===== config.mk =====
export PLATFORM = sky130hd
export DESIGN_NAME = drp_arbiter
export DESIGN_NICKNAME = d
export VERILOG_FILES = /design/src/rtl/drp_arbiter.sv
export SDC_FILE = /design/constraint.sdc
export NUM_CORES = 1
export LEC_CHECK = 0
export CAP_MARGIN = 20
export CORE_MARGIN = 2
export CORE_UTILIZATION = 40
export DETAILED_ROUTE_END_ITERATION = 16
export HOLD_SLACK_MARGIN = 0.15
export PLACE_DENSITY = 0.76
export SLEW_MARGIN = 15
export SYNTH_ARGS = -nofsm -noshare
export SYNTH_HDL_FRONTEND = slang
export SYNTH_SLANG_ARGS = --single-unit

===== constraint.sdc =====
create_clock -name DRP_CLK -period 2.8 [get_ports DRP_CLK]
set_input_delay 0.56 -clock DRP_CLK [delete_from_list [all_inputs] [get_ports DRP_CLK]]
set_output_delay 0.56 -clock DRP_CLK [all_outputs]
set_load 0.02 [all_outputs]

===== src/rtl/drp_arbiter.sv =====
// drp_arbiter: serializes two requesters (A = QPLL sequencer, B = register bank) onto one DRP port.
// Define DRP_ARB_TIMEOUT_EN to compile in DRP_RDY timeout recovery (parameter TIMEOUT, 2..255).
module drp_arbiter #(
    parameter int TIMEOUT = 64
) (
    input  logic        DRP_CLK,
    input  logic        DRP_RST,
    input  logic        a_en,
    input  logic        a_we,
    input  logic [7:0]  a_addr,
    input  logic [15:0] a_di,
    output logic [15:0] a_do,
    output logic        a_rdy,
    output logic        a_err,
    input  logic        b_en,
    input  logic        b_we,
    input  logic [7:0]  b_addr,
    input  logic [15:0] b_di,
    output logic [15:0] b_do,
    output logic        b_rdy,
    output logic        b_err,
    output logic [7:0]  DRP_ADDR,
    output logic [15:0] DRP_DI,
    output logic        DRP_EN,
    output logic        DRP_WE,
    input  logic [15:0] DRP_DO,
    input  logic        DRP_RDY,
    output logic        busy,
    output logic        owner,
    output logic [7:0]  tmo_cnt
);

    typedef enum logic [1:0] {IDLE, ISSUE, WAIT, DONE} state_t;

    state_t      state, state_nxt;
    logic        pend_a, pend_b;
    logic        a_we_q, b_we_q;
    logic [7:0]  a_addr_q, b_addr_q;
    logic [15:0] a_di_q, b_di_q;
    logic        drp_we_q;
    logic [15:0] rdata_q;
    logic        err_q;
    logic        grant_b, take_a, take_b, finish, timeout;

    // On contention the port that did not own the last grant wins.
    assign grant_b = pend_b && (!pend_a || !owner);
    // A request is dropped while its port is pending or its own transaction is still in flight.
    assign take_a  = a_en && !pend_a && !(busy && !owner);
    assign take_b  = b_en && !pend_b && !(busy && owner);
    assign finish  = (state == WAIT) && (DRP_RDY || timeout);

`ifdef DRP_ARB_TIMEOUT_EN
    logic [7:0] wait_cnt;
    logic [7:0] tmo_q;

    assign timeout = (state == WAIT) && !DRP_RDY && (wait_cnt == 8'(TIMEOUT - 1));
    assign tmo_cnt = tmo_q;

    always_ff @(posedge DRP_CLK) begin
        if (DRP_RST) begin
            wait_cnt <= 8'h00;
            tmo_q    <= 8'h00;
        end else begin
            if (state == ISSUE)
                wait_cnt <= 8'h00;
            else if (state == WAIT)
                wait_cnt <= wait_cnt + 8'h01;
            if (timeout && tmo_q != 8'hFF)
                tmo_q <= tmo_q + 8'h01;
        end
    end
`else
    assign timeout = 1'b0;
    assign tmo_cnt = 8'h00;
`endif

    always_comb begin
        // NOTE: next state defaults to the current one first so no path leaves it unassigned (no latch).
        state_nxt = state;
        case (state)
            IDLE:    if (pend_a || pend_b) state_nxt = ISSUE;
            ISSUE:   state_nxt = WAIT;
            WAIT:    if (finish) state_nxt = DONE;
            DONE:    state_nxt = IDLE;
            default: state_nxt = IDLE;
        endcase
    end

    // NOTE: request payload is qualified by the pending bits, so these registers carry no reset.
    always_ff @(posedge DRP_CLK) begin
        if (take_a) begin
            a_we_q   <= a_we;
            a_addr_q <= a_addr;
            a_di_q   <= a_di;
        end
        if (take_b) begin
            b_we_q   <= b_we;
            b_addr_q <= b_addr;
            b_di_q   <= b_di;
        end
    end

    // NOTE: all state updates use non-blocking assignment so every register samples pre-edge values.
    always_ff @(posedge DRP_CLK) begin
        if (DRP_RST) begin
            state    <= IDLE;
            pend_a   <= 1'b0;
            pend_b   <= 1'b0;
            owner    <= 1'b1;
            DRP_ADDR <= 8'h00;
            DRP_DI   <= 16'h0000;
            drp_we_q <= 1'b0;
            rdata_q  <= 16'h0000;
            err_q    <= 1'b0;
        end else begin
            state <= state_nxt;
            if (take_a) pend_a <= 1'b1;
            if (take_b) pend_b <= 1'b1;
            if (state == IDLE && (pend_a || pend_b)) begin
                owner    <= grant_b;
                DRP_ADDR <= grant_b ? b_addr_q : a_addr_q;
                DRP_DI   <= grant_b ? b_di_q   : a_di_q;
                drp_we_q <= grant_b ? b_we_q   : a_we_q;
            end
            if (finish) begin
                rdata_q <= DRP_RDY ? DRP_DO : 16'h0000;
                err_q   <= !DRP_RDY;
                if (owner) pend_b <= 1'b0;
                else       pend_a <= 1'b0;
            end
        end
    end

    assign busy   = (state != IDLE);
    assign DRP_EN = (state == ISSUE);
    assign DRP_WE = drp_we_q && DRP_EN;
    assign a_rdy  = (state == DONE) && !owner;
    assign b_rdy  = (state == DONE) && owner;
    assign a_do   = a_rdy ? rdata_q : 16'h0000;
    assign b_do   = b_rdy ? rdata_q : 16'h0000;
    assign a_err  = a_rdy && err_q;
    assign b_err  = b_rdy && err_q;

endmodule


### Word level (Yosys, flattened, before mapping)

Index checks and enable logic that the tools add are counted.

* eq/ne operators: 5
* reductions and logical operators: 25
* muxes and demuxes: 15

Operators by type and width (count)
* 16-bit two-way mux: 4
* 1-bit logical AND: 14
* 8-bit two-way mux: 1
* 2-bit one-hot mux with 4 select lines: 1
* 1-bit two-way mux: 7
* 1-bit zero test: 6
* 2-bit == test (second input constant): 2
* 2-bit two-way mux: 2
* 2-bit != test (second input constant): 2
* 2-bit by 1-bit == test with 1-bit output (second input constant): 1
* 2-bit zero test: 1
* 1-bit logical OR: 2
* 2-bit AND reduction: 1
* 2-bit nonzero test: 1

* register bits after elaboration: 97
* input port bits: 71
* logic and storage cells: 60
* output and inout bits: 72

### Logic depth before layout (Yosys ltp)

* depth after elaboration: 7
* mapped depth: 7
* mapped depth without buffers: 5

### Worst setup path before layout

Ideal clock, no wire load.

* path type: register -> register
* from: register state[0]
* to: register b_addr_q[0], enable pin
* period minus slack after synthesis: 3.238 ns
* cell stages (with the launch flop): 5
* setup slack: -0.438 ns
* buffers on the path: 0
* setup time: 0.446 ns
* data required time: 2.354 ns
* arrival: 2.792 ns
* cells stage by stage: dfxtp_1 inv_1 ha_1 inv_1 a211oi_1

* word-level cells in the longest chain between the ends: 4

Ends and longest elaborated chain
* start, declared: RTL line 35 `state_t state, state_nxt;`
* start signal, assigned: RTL line 116 `state <= state_nxt;`
* 2-bit nonzero test: RTL line 134 `assign busy = (state != IDLE);`
* via busy: RTL line 28 `output logic busy,`
* 1-bit logical AND: RTL line 49 `assign take_b = b_en && !pend_b && !(busy && owner);`
* 1-bit zero test: RTL line 49
* 1-bit logical AND: RTL line 49
* via take_b: RTL line 43 `logic grant_b, take_a, take_b, finish, timeout;`
* end signal, assigned: RTL line 98 `b_addr_q <= b_addr;`
* end, declared: RTL line 38 `logic [7:0] a_addr_q, b_addr_q;`

The timed path passes the listed nets, and every way through them passes these cells.
A chain may end at the register's enable or synchronous reset.

### Worst setup path in the final report

* from: register state[1]
* to: output port a_do[12]

* word-level cells in the longest chain between the ends: 3

Ends and longest elaborated chain
* 2-bit == test: RTL line 137 `assign a_rdy = (state == DONE) && !owner;`
* 1-bit logical AND: RTL line 137
* 16-bit two-way mux: RTL line 139 `assign a_do = a_rdy ? rdata_q : 16'h0000;`
* end, declared: RTL line 12 `output logic [15:0] a_do,`

Every way passes these cells.

==> qor.yml <==
post-place-ws_ns: 0.5904
slew_viol_final: 0
startpoint: "state[1]"
cts.reportedPaths.clkPinSlew_ns: 0.10
slowest_delay_ns: 0.61
max_freq_mhz: 389.8
areaGrowthSynthToFinish_pct: 42.14
drtAntennaViolNets: 0
ys_async_sr_fraction: 0
netlist_instances: 352
cts_tree: "yes"
rsz0062_at_grt: "no"
io-pin-count: 143
netlist_area_um2: 3842
vdd_drop_max_mv: 0.4469
grt_pass1_vias: 2878
viasPerCell: 4.788
relSlewSlack: 0.4021
synth-edff-count: 50
fin_ws_ns: 0.2345
reg2reg_slack_ns: 0.63
worstMarginPinSlew_ns: 0.8969
r2r_start: "state[0]"
fin_crit_ns: 2.566
setup.worst_path.class: "reg -> out"
antenna_found_initial: 0
ys_types: 31
drc: 0
drt-wirelength-per-cell_um: 14.08
grt_max_degree: 49
dp_hpwl_um: 5928
grt_usage: 0.1696
start_util: 0.4139
seq_area_frac_synth: 0.6356
cts_made_buffers: 9
status: "completed"
critical_path.endpoint_type: "output port"
placed_area_um2: 5263
avgSynthCellArea_um2: 10.92
clk_latency_ns: 0.36
cts-resized-gates: 0
cts_setup_buffers: 0
coreArea_um2: 9284
crit_path_top_delay_cell: "clkdlybuf4s50_1"
holdPathEnd: "rdata_q[2]"
layout-drive-gt1-share: 0.07010
n_antenna_cell: 0
htreeDepth: 3
yosysWarnings: 0
cts-root-buf: "clkbuf_8"
path_max_fanout: 18
post-synth-top-area-cell: "edfxtp_1"
place.port_buffers: 134
setup_viol_count_final: 0
clock_path_buffers: 2
min_path_cells: 2
yosysTopAreaCellShare: 0.3908
r2r_cells: 6
routabilityCongestion: 0.7109
drt-total-wl_um: 8644
fin_nets: 556
grt_pass1_wl_um: 13540
timing.final.crit_share: 0.9163
power_density_nw_per_um2: 819.9
r2r-end: "DRP_ADDR[7]"
fp.dieW_um: 102.0
die-area_um2: 10410
hp-start: "rdata_q[2]"
drtIter0Drc: 84
layout_commonest_cell: "clkdlybuf4s50_1"
hp-class: "reg -> reg"
drv_cap: 0
drtPass1Iterations: 4
hold_viol: 0
grt.overflow.total: 0
skew_ns: 0.01278
layout_common_cells: "clkdlybuf4s50_1, nand2_1, edfxtp_1"
power.leakage_nw: 2.012
cts.sinks: 97
arrival_ns: 2.01
tns_ns: 0
die_h_um: 102.0
crit_chain: "ha_1 -> nor2b_1 -> buf_4 -> and2_1 -> clkdlybuf4s50_1"
synth_seq_cells: 97
vias: 2940
start_kind: "register"
fin_area_um2: 5461
synth_area_leaders: "edfxtp_1, dfxtp_1, nand2_1"
synth_top_flop_cell: "edfxtp_1"
critPathRequiredTime_ns: 2.24
num_rows: 35
cts_hold_buf: 0
[flip-flops by register name, summed over array words and instances, names as in the netlist, 2 cells and up]
register,cells
DRP_ADDR,8
a_di_q,16
b_addr_q,8
DRP_DI,16
state,2
b_di_q,16
rdata_q,16
a_addr_q,8
[worst max-delay path, delay by kind of cell (launching register included)]
family                     cells  cell delay [ns]
buffers and inverters          2             0.80
DFF                            1             0.40
and+or+nand+nor                2             0.27
adders and majority gates      1             0.18
[synth_stat cells, types with 2 or more instances]
cell	instances
nand2_1	83
edfxtp_1	50
dfxtp_1	47
nor2_1	29
a311oi_1	23
and2_1	20
a21oi_1	19
and3_1	17
buf_4	12
clkbuf_1	9
buf_2	7
ha_1	5
inv_1	5
a211oi_1	2
a311oi_2	2
buf_1	2
buf_6	2
nand2b_1	2
nor3b_1	2
o21a_1	2
or2_2	2
[cell families (layout without fill, tap and decap cells)]
kind of cell / Yosys count / count (layout) / share of synthesized area
other cells: 1 / 8 / 0.0009759
mux: 1 / 1 / 0.002605
buf+inv: 37 / 163 / 0.05405
fa+ha+maj: 5 / 5 / 0.01628
compound gates: 53 / 53 / 0.1052
simple gates: 158 / 158 / 0.1853
flops: 97 / 97 / 0.6356
[power breakdown]
| part | leakage (nW) | internal [mW] | switching (mW) | total [mW] |
|---|---|---|---|---|
| combinational | 1.06 | 0.676 | 0.911 | 1.59 |
| clock | 0.0978 | 0.368 | 0.523 | 0.890 |
| sequential | 0.858 | 1.84 | 0.156 | 2.00 |
| total | 2.01 | 2.89 | 1.59 | 4.48 |
[worst max-delay path by stage]
stage                       end  slack [ns]  depth (start not counted)
finish                 a_do[12]        0.23                          5
global route           a_do[13]        0.08                          5
CTS                    a_do[13]        0.20                          5
detailed placement     a_do[13]        0.59                          5
global placement        a_do[9]        0.65                          5
floorplan           b_addr_q[0]        0.42                          4
[metrics by stage]
stage	utilization	total power, mW	hold WS, ns	instances
after floorplan	-	2.988	0.4403	359
after global placement	0.5668	3.572	0.4512	598
after detailed placement	0.5668	3.637	0.4550	598
after CTS	0.5883	4.545	0.4698	614
after global routing	0.5883	4.769	0.5031	614
final	0.5883	4.478	0.4687	614
[layer usage]
layer	share of wire	global-route usage
met1	0.41	0.1919
met2	0.49	0.3006
met3	0.092	0.06293
met4	0.0096	0.04821
met5	0	0
[layout make-up]
class,instances,area (um2)
Sequential cell,97,2442
Tap cell,129,161.4
Inverter,5,18.77
Clock inverter,6,61.31
Clock buffer,10,137.6
Timing Repair Buffer,142,1396
Fill cell,810,3822
Multi-Input combinational cell,225,1244
Power figures use the tool's default switching activity.
